**config.mk**
```make
export PLATFORM = sky130hd
export DESIGN_NAME = r22_sdf_feedback_stage
export DESIGN_NICKNAME = d
export VERILOG_FILES = /design/src/rtl/r22_sdf_feedback_stage.sv
export SDC_FILE = /design/constraint.sdc
export NUM_CORES = 1
export LEC_CHECK = 0
export BUFFER_PORTS_ARGS = -buffer_cell sky130_fd_sc_hd__buf_2
export CORE_ASPECT_RATIO = 0.75
export CORE_MARGIN = 5
export CORE_UTILIZATION = 40
export CTS_CLUSTER_SIZE = 8
export DETAILED_ROUTE_END_ITERATION = 8
export GPL_TIMING_DRIVEN = 0
export SLEW_MARGIN = 30
export SYNTH_ARGS = -nofsm -noshare
export SYNTH_HDL_FRONTEND = slang
export SYNTH_SLANG_ARGS = --single-unit
```
**constraint.sdc**
```tcl
create_clock -name clk -period 9.7 [get_ports clk]
set_clock_uncertainty 0.2 [all_clocks]
set_input_delay 2.425 -clock clk [delete_from_list [all_inputs] [get_ports clk]]
set_output_delay 2.425 -clock clk [all_outputs]
set_load 0.05 [all_outputs]
```
**src/rtl/r22_sdf_feedback_stage.sv**
```systemverilog
// Radix-2^2 SDF feedback stage: delay line, sample counter, fill tracking and
// registered output around an external combinational butterfly.
module r22_sdf_feedback_stage #(
    parameter int WIDTH   = 16,
    parameter int DELAY   = 8,
    parameter int CONJ_EN = 0
) (
    input  logic             clk,
    input  logic             rst_n,
    input  logic             i_valid,
    input  logic             i_sof,
    input  logic [WIDTH-1:0] i_re,
    input  logic [WIDTH-1:0] i_im,
    output logic [WIDTH-1:0] bf_rX,
    output logic [WIDTH-1:0] bf_iX,
    output logic [WIDTH-1:0] bf_rX2,
    output logic [WIDTH-1:0] bf_iX2,
    output logic             bf_control,
    output logic             bf_conjugate,
    input  logic [WIDTH-1:0] bf_rZ,
    input  logic [WIDTH-1:0] bf_iZ,
    input  logic [WIDTH-1:0] bf_rZ2,
    input  logic [WIDTH-1:0] bf_iZ2,
    output logic             o_valid,
    output logic [WIDTH-1:0] o_re,
    output logic [WIDTH-1:0] o_im
);

    localparam int AW = $clog2(DELAY);
    localparam int CW = AW + 2;
    localparam int FW = AW + 1;
    localparam logic [FW-1:0] FILL_TGT = FW'(DELAY);

    typedef enum logic {
        ST_FILL = 1'b0,
        ST_RUN  = 1'b1
    } state_t;

    state_t           state_q;
    logic [CW-1:0]    cnt_q;
    logic [CW-1:0]    cnt_d;
    logic [CW-1:0]    idx;
    logic [FW-1:0]    fill_q;
    logic [FW-1:0]    fill_d;
    logic             sof_acc;
    logic             run_eff;
    logic [WIDTH-1:0] dl_re_q [DELAY];
    logic [WIDTH-1:0] dl_im_q [DELAY];
    logic             o_valid_q;
    logic [WIDTH-1:0] o_re_q;
    logic [WIDTH-1:0] o_im_q;

    assign sof_acc = i_sof & i_valid;
    assign idx     = sof_acc ? '0 : cnt_q;
    // counter width is exactly log2(4*DELAY), so the +1 wraps for free
    assign cnt_d   = idx + 1'b1;
    assign fill_d  = fill_q + 1'b1;
    // a resync sample starts a new fill, so it never produces output
    assign run_eff = (state_q == ST_RUN) & ~i_sof;

    assign bf_control   = idx[AW];
    assign bf_conjugate = (CONJ_EN != 0) & idx[AW] & idx[AW+1];
    assign bf_rX        = dl_re_q[0];
    assign bf_iX        = dl_im_q[0];
    assign bf_rX2       = i_re;
    assign bf_iX2       = i_im;

    assign o_valid = o_valid_q;
    assign o_re    = o_re_q;
    assign o_im    = o_im_q;

    always_ff @(posedge clk) begin
        if (!rst_n) begin
            state_q   <= ST_FILL;
            cnt_q     <= '0;
            fill_q    <= '0;
            o_valid_q <= 1'b0;
            o_re_q    <= '0;
            o_im_q    <= '0;
            for (int i = 0; i < DELAY; i++) begin
                dl_re_q[i] <= '0;
                dl_im_q[i] <= '0;
            end
        end else if (i_valid) begin
            cnt_q     <= cnt_d;
            o_valid_q <= run_eff;
            o_re_q    <= bf_rZ;
            o_im_q    <= bf_iZ;
            for (int i = 0; i < DELAY - 1; i++) begin
                dl_re_q[i] <= dl_re_q[i+1];
                dl_im_q[i] <= dl_im_q[i+1];
            end
            dl_re_q[DELAY-1] <= bf_rZ2;
            dl_im_q[DELAY-1] <= bf_iZ2;
            if (i_sof) begin
                fill_q  <= FW'(1);
                state_q <= (DELAY == 1) ? ST_RUN : ST_FILL;
            end else if (state_q == ST_FILL) begin
                fill_q <= fill_d;
                if (fill_d == FILL_TGT) begin
                    state_q <= ST_RUN;
                end
            end
        end else begin
            o_valid_q <= 1'b0;
        end
    end

endmodule

```
## Word level (Yosys, flattened, before mapping)

Memory sizes are Yosys's and may differ from the RTL's.
Index checks and enable logic that the tools add are counted.

- Register bits after elaboration: 43
- Latch bits: 0
- Memory bits (writable): 256
- ROM bits: 0
- Input port bits: 100
- Output and inout port bits: 99
- Word-level logic and storage cells: 59
- Memories: 2

Memories:

| memory | words | bits a word | read ports | clocked after Yosys merged registers in | write ports | line | text |
|---|---|---|---|---|---|---|---|
| dl_im_q | 8 | 16 | 8 | 0 | 8 | 48 | `logic [WIDTH-1:0] dl_im_q [DELAY];` |
| dl_re_q | 8 | 16 | 8 | 0 | 8 | 47 | `logic [WIDTH-1:0] dl_re_q [DELAY];` |

- $add $sub $neg: 2
- Multiply operators: 0
- Div/mod/pow operators: 0
- Order comparisons: 0
- Eq/ne operators: 2
- Shift-type cells: 0
- Mux-type cells: 26
- Bitwise logic cells: 19
- Reduce and logical (&&, ||, !) cells: 2

Operator list:

| operator | number |
|---|---|
| two-way mux 16 bit | 16 |
| bitwise OR 1 bit | 16 |
| two-way mux 4 bit | 2 |
| two-way mux 1 bit | 7 |
| adder 5 x 1 -> 5 bit (second input constant) | 1 |
| two-way mux 5 bit | 1 |
| adder 4 x 1 -> 4 bit (second input constant) | 1 |
| equality test 4 bit (second input constant) | 1 |
| AND reduction 2 bit | 2 |
| bitwise AND 1 bit | 2 |
| != test 2 bit (second input constant) | 1 |
| NOT 1 bit | 1 |

## Longest topological paths before layout

Gate-level depths: netlist (run 1).

- Word-level depth: 5
- Depth in mapped cells: 8

## Worst setup path after synthesis (run 1)

OpenSTA, ideal clock, no wires.

- Path kind: input-to-reg
- Start: input port i_valid
- End: memory dl_im_q[0][0] (enable)
- Library setup time: 665 ps
- Data arrival time: 8,966 ps
- Required time: 8,835 ps
- Slack: -130 ps
- Stages on the path: 3
- Buffers on the path: 2
- Cell sequence: buf_4 buf_2 nand2b_1

RTL lines:

| what | line | text |
|---|---|---|
| start: declaration | 10 | `input logic i_valid,` |
| end: declaration | 48 |  |

## Worst setup path after layout (run 1)

- Start: input port i_valid
- End: output port bf_control

- Word-level cells in the longest chain between the ends: 2

Ends and longest elaborated chain:

| what | line | text |
|---|---|---|
| bitwise AND 1 bit | 53 | `assign sof_acc = i_sof & i_valid;` |
| two-way mux 5 bit | 54 | `assign idx = sof_acc ? '0 : cnt_q;` |
| end: declaration | 18 | `output logic bf_control,` |

Every way passes these cells.

==> results of run 1 <==
[report_power, final]
| group | switching, mW | leakage (nW) | total (mW) | internal, mW |
|---|---|---|---|---|
| Combinational | 0.165 | 2.87 | 0.247 | 0.0827 |
| Sequential | 0.0217 | 3.16 | 1.51 | 1.48 |
| Clock | 0.488 | 0.573 | 1.30 | 0.814 |
| Total | 0.674 | 6.61 | 3.06 | 2.38 |
[cell usage after synthesis, drive strengths merged (2+ instances only)]
cell      n  area [sq um]
dfxtp    42           841
nor2     35           131
mux2i    33           330
nand3     4          20.0
a21oi     2          10.0
and2     68           425
o21ai     2          10.0
buf      79           587
inv       2          7.50
nand2b    5          31.3
nor3b     2          25.0
nand2     2          7.51
nand4     2          12.5
edfxtp  256          7690
clkbuf   45           169
nand3b    2          15.0
and3    193          1210
a31oi     2          12.5
ha        2          25.0
[routing by layer]
| metal | wire length [um] | part of all wire (%) | GRT usage (%) | vias up |
|---|---|---|---|---|
| met3 | 1010 | 5.1 | 3.01 | 38 |
| met5 | 0 | 0 | 0 | - |
| met1 | 9600 | 49 | 17.6 | 2807 |
| met4 | 379 | 1.9 | 3.84 | 0 |
| li1 | - | - | - | 3233 |
| met2 | 8670 | 44 | 16.9 | 115 |
[cell usage in the layout, fill, tap and decap left out, types with 2 or more instances in the layout]
cell / count
nand4_1: 2
mux2i_1: 33
nor2_1: 35
buf_2: 170
nand2_1: 2
nand3_1: 4
buf_12: 4
clkbuf_16: 44
buf_6: 3
and3_1: 193
nor3b_2: 2
buf_4: 69
dfxtp_1: 42
and2_1: 68
nand3b_1: 2
edfxtp_1: 256
a31oi_1: 2
o21ai_0: 2
a21oi_1: 2
ha_1: 2
nand2b_1: 4
clkbuf_1: 58
[metrics by stage]
| stage | cell area (sq um) | setup WS (ns) | hold WS (ns) |
|---|---|---|---|
| floorplan | 11600 | 3.00 | 0.263 |
| global route | 14200 | 3.75 | 0.318 |
| finish | 14200 | 3.82 | 0.283 |
| CTS | 14200 | 3.81 | 0.290 |
| global placement | 12900 | 1.74 | 0.270 |
| detailed placement | 13100 | 3.80 | 0.278 |
[registers in the layout, indices dropped and copies added (netlist names)]
signal and count:
o_re 16, dl_im_q 128, fill_q 4, o_im 16, dl_re_q 128, state_q 1
cnt_q 4, o_valid 1
[final timing paths]
kind	cells past startpoint	start	to	slack, ns
worst min register to register	2	o_im[12]	o_im[12]	0.28
worst max register to register	5	cnt_q[0]	cnt_q[2]	8.42
worst min-delay path	2	o_im[12]	o_im[12]	0.28
worst max-delay path	5	i_valid	bf_control	3.82
[worst min-delay path: cells and delay by family (launching register included)]
family | cells | cell delay, ns
flops | 1 | 0.31
mux | 1 | 0.06
simple gates | 1 | 0.07
[layout make-up]
type | count | area share, %
tap | 392 | 3.44
buffer | 124 | 5.31
timing repair buffer | 168 | 6.48
multi-input combinational | 364 | 16.5
inverter | 2 | 0.0527
clock inverter | 3 | 0.237
sequential | 298 | 59.9
antenna | 1 | 0.0176
clock buffer | 57 | 8.07
[cell families (layout without fill, tap and decap cells)]
logic type      after synthesis  after routing  share of synthesized area (%)
simple gates                314            314                           16.2
flops                       298            298                           73.3
buf+inv                     126            354                           6.56
mux                          33             33                           2.84
compound gates               13             13                          0.796
fa+ha+maj                     2              2                          0.215
other cells                   1              2                         0.0322
xor+xnor                      1              1                         0.0753
==> run_results.csv, run 1 <==
group,metric,value,unit
routing,ant_nets,0,
place,dp_hpwl,13500,um
place,gp_congestion,0.716,
setup_path,cp-end-kind,"output port",
grt,grt_pass1_vias,6029,
yosys,synth.distinct_cells,32,
yosys,ys.flop_type,"edfxtp_1",
cts,cts_hold_buf,0,
yosys,syn_nets,890,
cts,cts_resized,0,
cts,cts_sinks,298,
power_and_ir_drop,vdd_ir_drop_max,0.000116,V
setup_path,worstSetupPathType,"in2out",
yosys,synth-seq-area-share,73.3,%
yosys,syn_avg_cell_area,14.8,sq um
grt,antenna_found_initial,0,
routing,drc,0,
cts,clk_pin_slew,0.05,ns
cts,cts_setup_buffers,0,
setup_path,path_cells,"buf_4 -> buf_4 -> nand2_1 -> and2_1 -> buf_2",
grt,grt_max_degree,52,
setup_path,crit_family,"buffers and inverters",
setup_path,crit_top_cell,"buf_4",
run,drv_cap,0,
routing,via_count,6193,
cts,numCtsBuffers,43,
power_and_ir_drop,p_leak,6.61,nW
cts,htreeDepth,2,
routing,drtPass1Iterations,4,
grt,grt_usage,11.8,%
power_and_ir_drop,finalPower,3.06,mW
grt,grt_pass1_wl,31400,um
floorplan,core_area,28900,sq um
setup_path,critPathMaxFanout,10,
routing,via_per_inst,4.40,
floorplan,rows,54,
routing,finalWirelength,19700,um
floorplan,dieHeight,158,um
setup_path,worstPathArrival,3.25,ns
cts,cts_buffer_depth,3,
timing,worst_pin_slew,0.509,ns
setup_path,critical_path.slowest_cell,"buf_2",
yosys,ys_ff_latch,298,
floorplan,dieArea,32600,sq um
yosys,yosysWarnings,0,
timing,fmax,170,MHz
outcome,status,"finished, final reports clean",
timing,finalSetupViolations,0,
timing,max_slew_margin,66.1,%
place,numPortBuffers,163,
yosys,synthCells,788,
power_and_ir_drop,p_per_area,215,nW/um^2
worst_hold_path,hold_path.class,"reg2reg",
cts,cts_tree,"done",
setup_path,cp.required,7.08,ns
routing,wire_per_inst,14.0,um
final_layout,fill_cells,2602,
final_layout,multi_input_area,2350,sq um
final_layout,stdcell_count,1409,
setup_path,startpoint_type,"primary input",
final_layout,fin_util,49.3,%
final_layout,seqCellArea,8530,sq um
setup_path,slowest_delay,0.26,ns
timing,slew_viol_final,0,
final_layout,area_growth,22.4,%
timing,fin_crit,5.88,ns
place,dp_cells,1348,
final_layout,drive_above_1_share,29.4,%
cts,clk_latency,0.52,ns
floorplan,start_util,40.2,%
timing,post-route-period-util,60.6,%
floorplan,die_x,207,um
routing,drt_iter0_markers,280,
grt,overflow,0,
setup_path,critPathBufInv,3,
timing,finalHoldViolCount,0,
yosys,synth_edf_count,256,
cts,cts_root_buffer,"clkbuf_16",
floorplan,io_pins,199,
timing,rsz0062_at_grt,"false",
yosys,syn_area,11600,sq um
yosys,synthArstFlopShare,0,%
final_layout,layout.nets,1103,
timing,finalSetupTns,0,ns
Power figures use the tool's default switching activity.
==> run 2: changes to the inputs <==
Settings changed: ABC_AREA set to 1.
Clock period 9.7 ns to 5.45 ns, I/O delays scaled along.
==> run 2 against run 1 <==
Register-to-register slack lost 4.3 ns. Synthesized area grew 4.8%. Worst hold slack lost 0.028 ns. Cell count grew 21%. Clock power grew 80%. Sequential power grew 77%. Wire length shrank 5.6%. Largest power group unchanged.
==> run_results.csv, run 2 <==
group,metric,value,unit
routing,drc,0,
timing,finalSetupTns,0,ns
grt,overflow,0,
floorplan,io_pins,199,
cts,htreeDepth,2,
worst_hold_path,hold_start,"o_re[9]",
setup_path,reg2reg_slack,4.15,ns
floorplan,dieHeight,161,um
place,dp_hpwl,12600,um
routing,via_count,6535,
power_and_ir_drop,p_per_area,371,nW/um^2
setup_path,rr_startpoint,"state_q",
yosys,syn_area,12200,sq um
yosys,yosysTopAreaCell,"edfxtp_1",
setup_path,critPathCapture,"bf_control",
setup_path,startpoint_type,"primary input",
setup_path,cp.required,3.89,ns
cts,cts_tree,"done",
floorplan,rows,55,
yosys,syn_avg_cell_area,11.4,sq um
yosys,syn_nets,1173,
routing,finalWirelength,18600,um
timing,post-route-period-util,69.7,%
outcome,status,"finished, final reports clean",
final_layout,drive_above_1_share,32.6,%
yosys,synth_compound_area_share,1.71,%
cts,cts_setup_buffers,0,
final_layout,fin_util,49.1,%
yosys,synthMuxAreaShare,0,%
yosys,synthArstFlopShare,0,%
cts,cts_buffer_depth,3,
floorplan,die_x,212,um
yosys,synth-xor-area-share,0,%
setup_path,worstSetupPathType,"in2out",
routing,drt_iter0_markers,326,
yosys,synth_most_common_cell,"inv_1",
cts,cts_sinks,298,
floorplan,dieArea,34100,sq um
timing,finalSetupViolations,0,
yosys,synth-seq-area-share,69.9,%
timing,slew_viol_final,0,
timing,finalHoldViolCount,0,
setup_path,rr_endpoint,"fill_q[2]",
run,drv_cap,0,
routing,via_per_inst,3.85,
yosys,synthCells,1071,
place,post-place-ws,1.65,ns
yosys,synth-simple-area-share,13.2,%
yosys,synth_top_family_by_area,"buffers and inverters",
cts,cts_root_buffer,"clkbuf_16",
floorplan,start_util,40.5,%
final_layout,fill_cells,2775,
timing,setup_ws,1.65,ns
cts,clk_pin_slew,0.05,ns
routing,drtPass1Iterations,4,
routing,wire_per_inst,10.9,um
yosys,ys_ff_latch,298,
power_and_ir_drop,vdd_ir_drop_max,0.000204,V
grt,antenna_found_initial,0,
final_layout,mostFrequentLayoutCell,"inv_1",
yosys,netlist_top_cells_area,"edfxtp_1 (63%), inv_1 (8.2%), dfxtp_1 (6.9%)",
routing,ant_nets,0,
power_and_ir_drop,p_leak,6.71,nW
timing,rsz0062_at_grt,"false",
place,gp_congestion,0.734,
final_layout,layout.nets,1385,
worst_hold_path,hold_path.class,"reg2reg",
yosys,synth_edf_count,256,
final_layout,area_growth,21.4,%
cts,clk_latency,0.51,ns
grt,grt_max_degree,87,
yosys,ys_top_cells_by_count,"inv_1 (266), edfxtp_1 (256), nand2_1 (142)",
yosys,synth_fa_ha_area_share,0.205,%
setup_path,rr_worst_depth,3,
yosys,ys.flop_type,"edfxtp_1",
timing,fin_crit,3.80,ns
final_layout,largestRegisters,"dl_im_q (128), dl_re_q (128)",
grt,grt_pass1_vias,6494,
final_layout,final_cell_mix,"inv_1 (266), edfxtp_1 (256), buf_2 (183)",
floorplan,core_area,30100,sq um
yosys,synth.distinct_cells,20,
setup_path,cp-end-kind,"output port",
final_layout,antenna_cells,0,
yosys,synth_top_area_share,63.0,%
setup_path,worstPathArrival,2.24,ns
grt,grt_pass1_wl,31300,um
cts,cts_resized,0,
setup_path,cp-startpoint,"i_valid",
cts,cts_hold_buf,0,
timing,fmax,263,MHz
setup_path,critPathMaxFanout,10,
yosys,yosysWarnings,0,
power_and_ir_drop,finalPower,5.49,mW
place,numPortBuffers,164,
grt,grt_usage,11.0,%
cts,numCtsBuffers,43,
[run 2: cell type report]
cell class	instances	area (sq um)	share of cell area (%)
tap	399	499	3.37
inverter	267	1000	6.77
sequential	298	8530	57.6
buffer	105	816	5.51
clock buffer	59	1160	7.82
multi-input combinational	401	1870	12.6
timing repair buffer	167	903	6.10
clock inverter	3	33.8	0.228
[run 2: how the worst min path moves through the flow]
stage | end | slack (ns) | cells after the start
3_5_place_dp | o_re[9] | 0.25 | 2
4_1_cts | o_im[12] | 0.26 | 2
3_3_place_gp | o_re[0] | 0.25 | 2
5_1_grt | o_re[9] | 0.27 | 2
6_report | o_re[9] | 0.25 | 2
2_1_floorplan | fill_q[3] | 0.26 | 2
[run 2: worst max-delay path, stage by stage]
cell,delay [ns]
buf_2,0.11
buf_6,0.14
nand2_2,0.09
inv_1,0.07
nor2_1,0.16
buf_2,0.30
[run 2: logic make-up after synthesis]
| family | count (synthesis) |
|---|---|
| adders and majority gates | 2 |
| and+or+nand+nor | 357 |
| other | 1 |
| AOI/OAI and AO/OA | 41 |
| DFF | 298 |
| buffers and inverters | 372 |
[run 2: stage by stage]
step	hold slack (ns)	cell area [sq um]	instances
floorplan	0.257	12200	1071
CTS	0.258	14800	1699
detailed placement	0.250	13600	1637
global placement	0.245	13500	1634
global route	0.269	14800	1699
finish	0.255	14800	1699
[run 2: metal layers]
| layer | vias up | global-route usage [%] | wire, um |
|---|---|---|---|
| li1 | 3615 | - | - |
| met1 | 2747 | 15.5 | 8830 |
| met2 | 130 | 16.5 | 8180 |
| met3 | 43 | 3.13 | 1130 |
| met4 | 0 | 3.75 | 431 |
| met5 | - | 0 | 0 |
[run 2: where the power goes]
group	switching (mW)	leakage, nW	internal, mW
registers	0.0396	3.16	2.64
logic	0.324	2.98	0.147
clock network	0.883	0.575	1.46
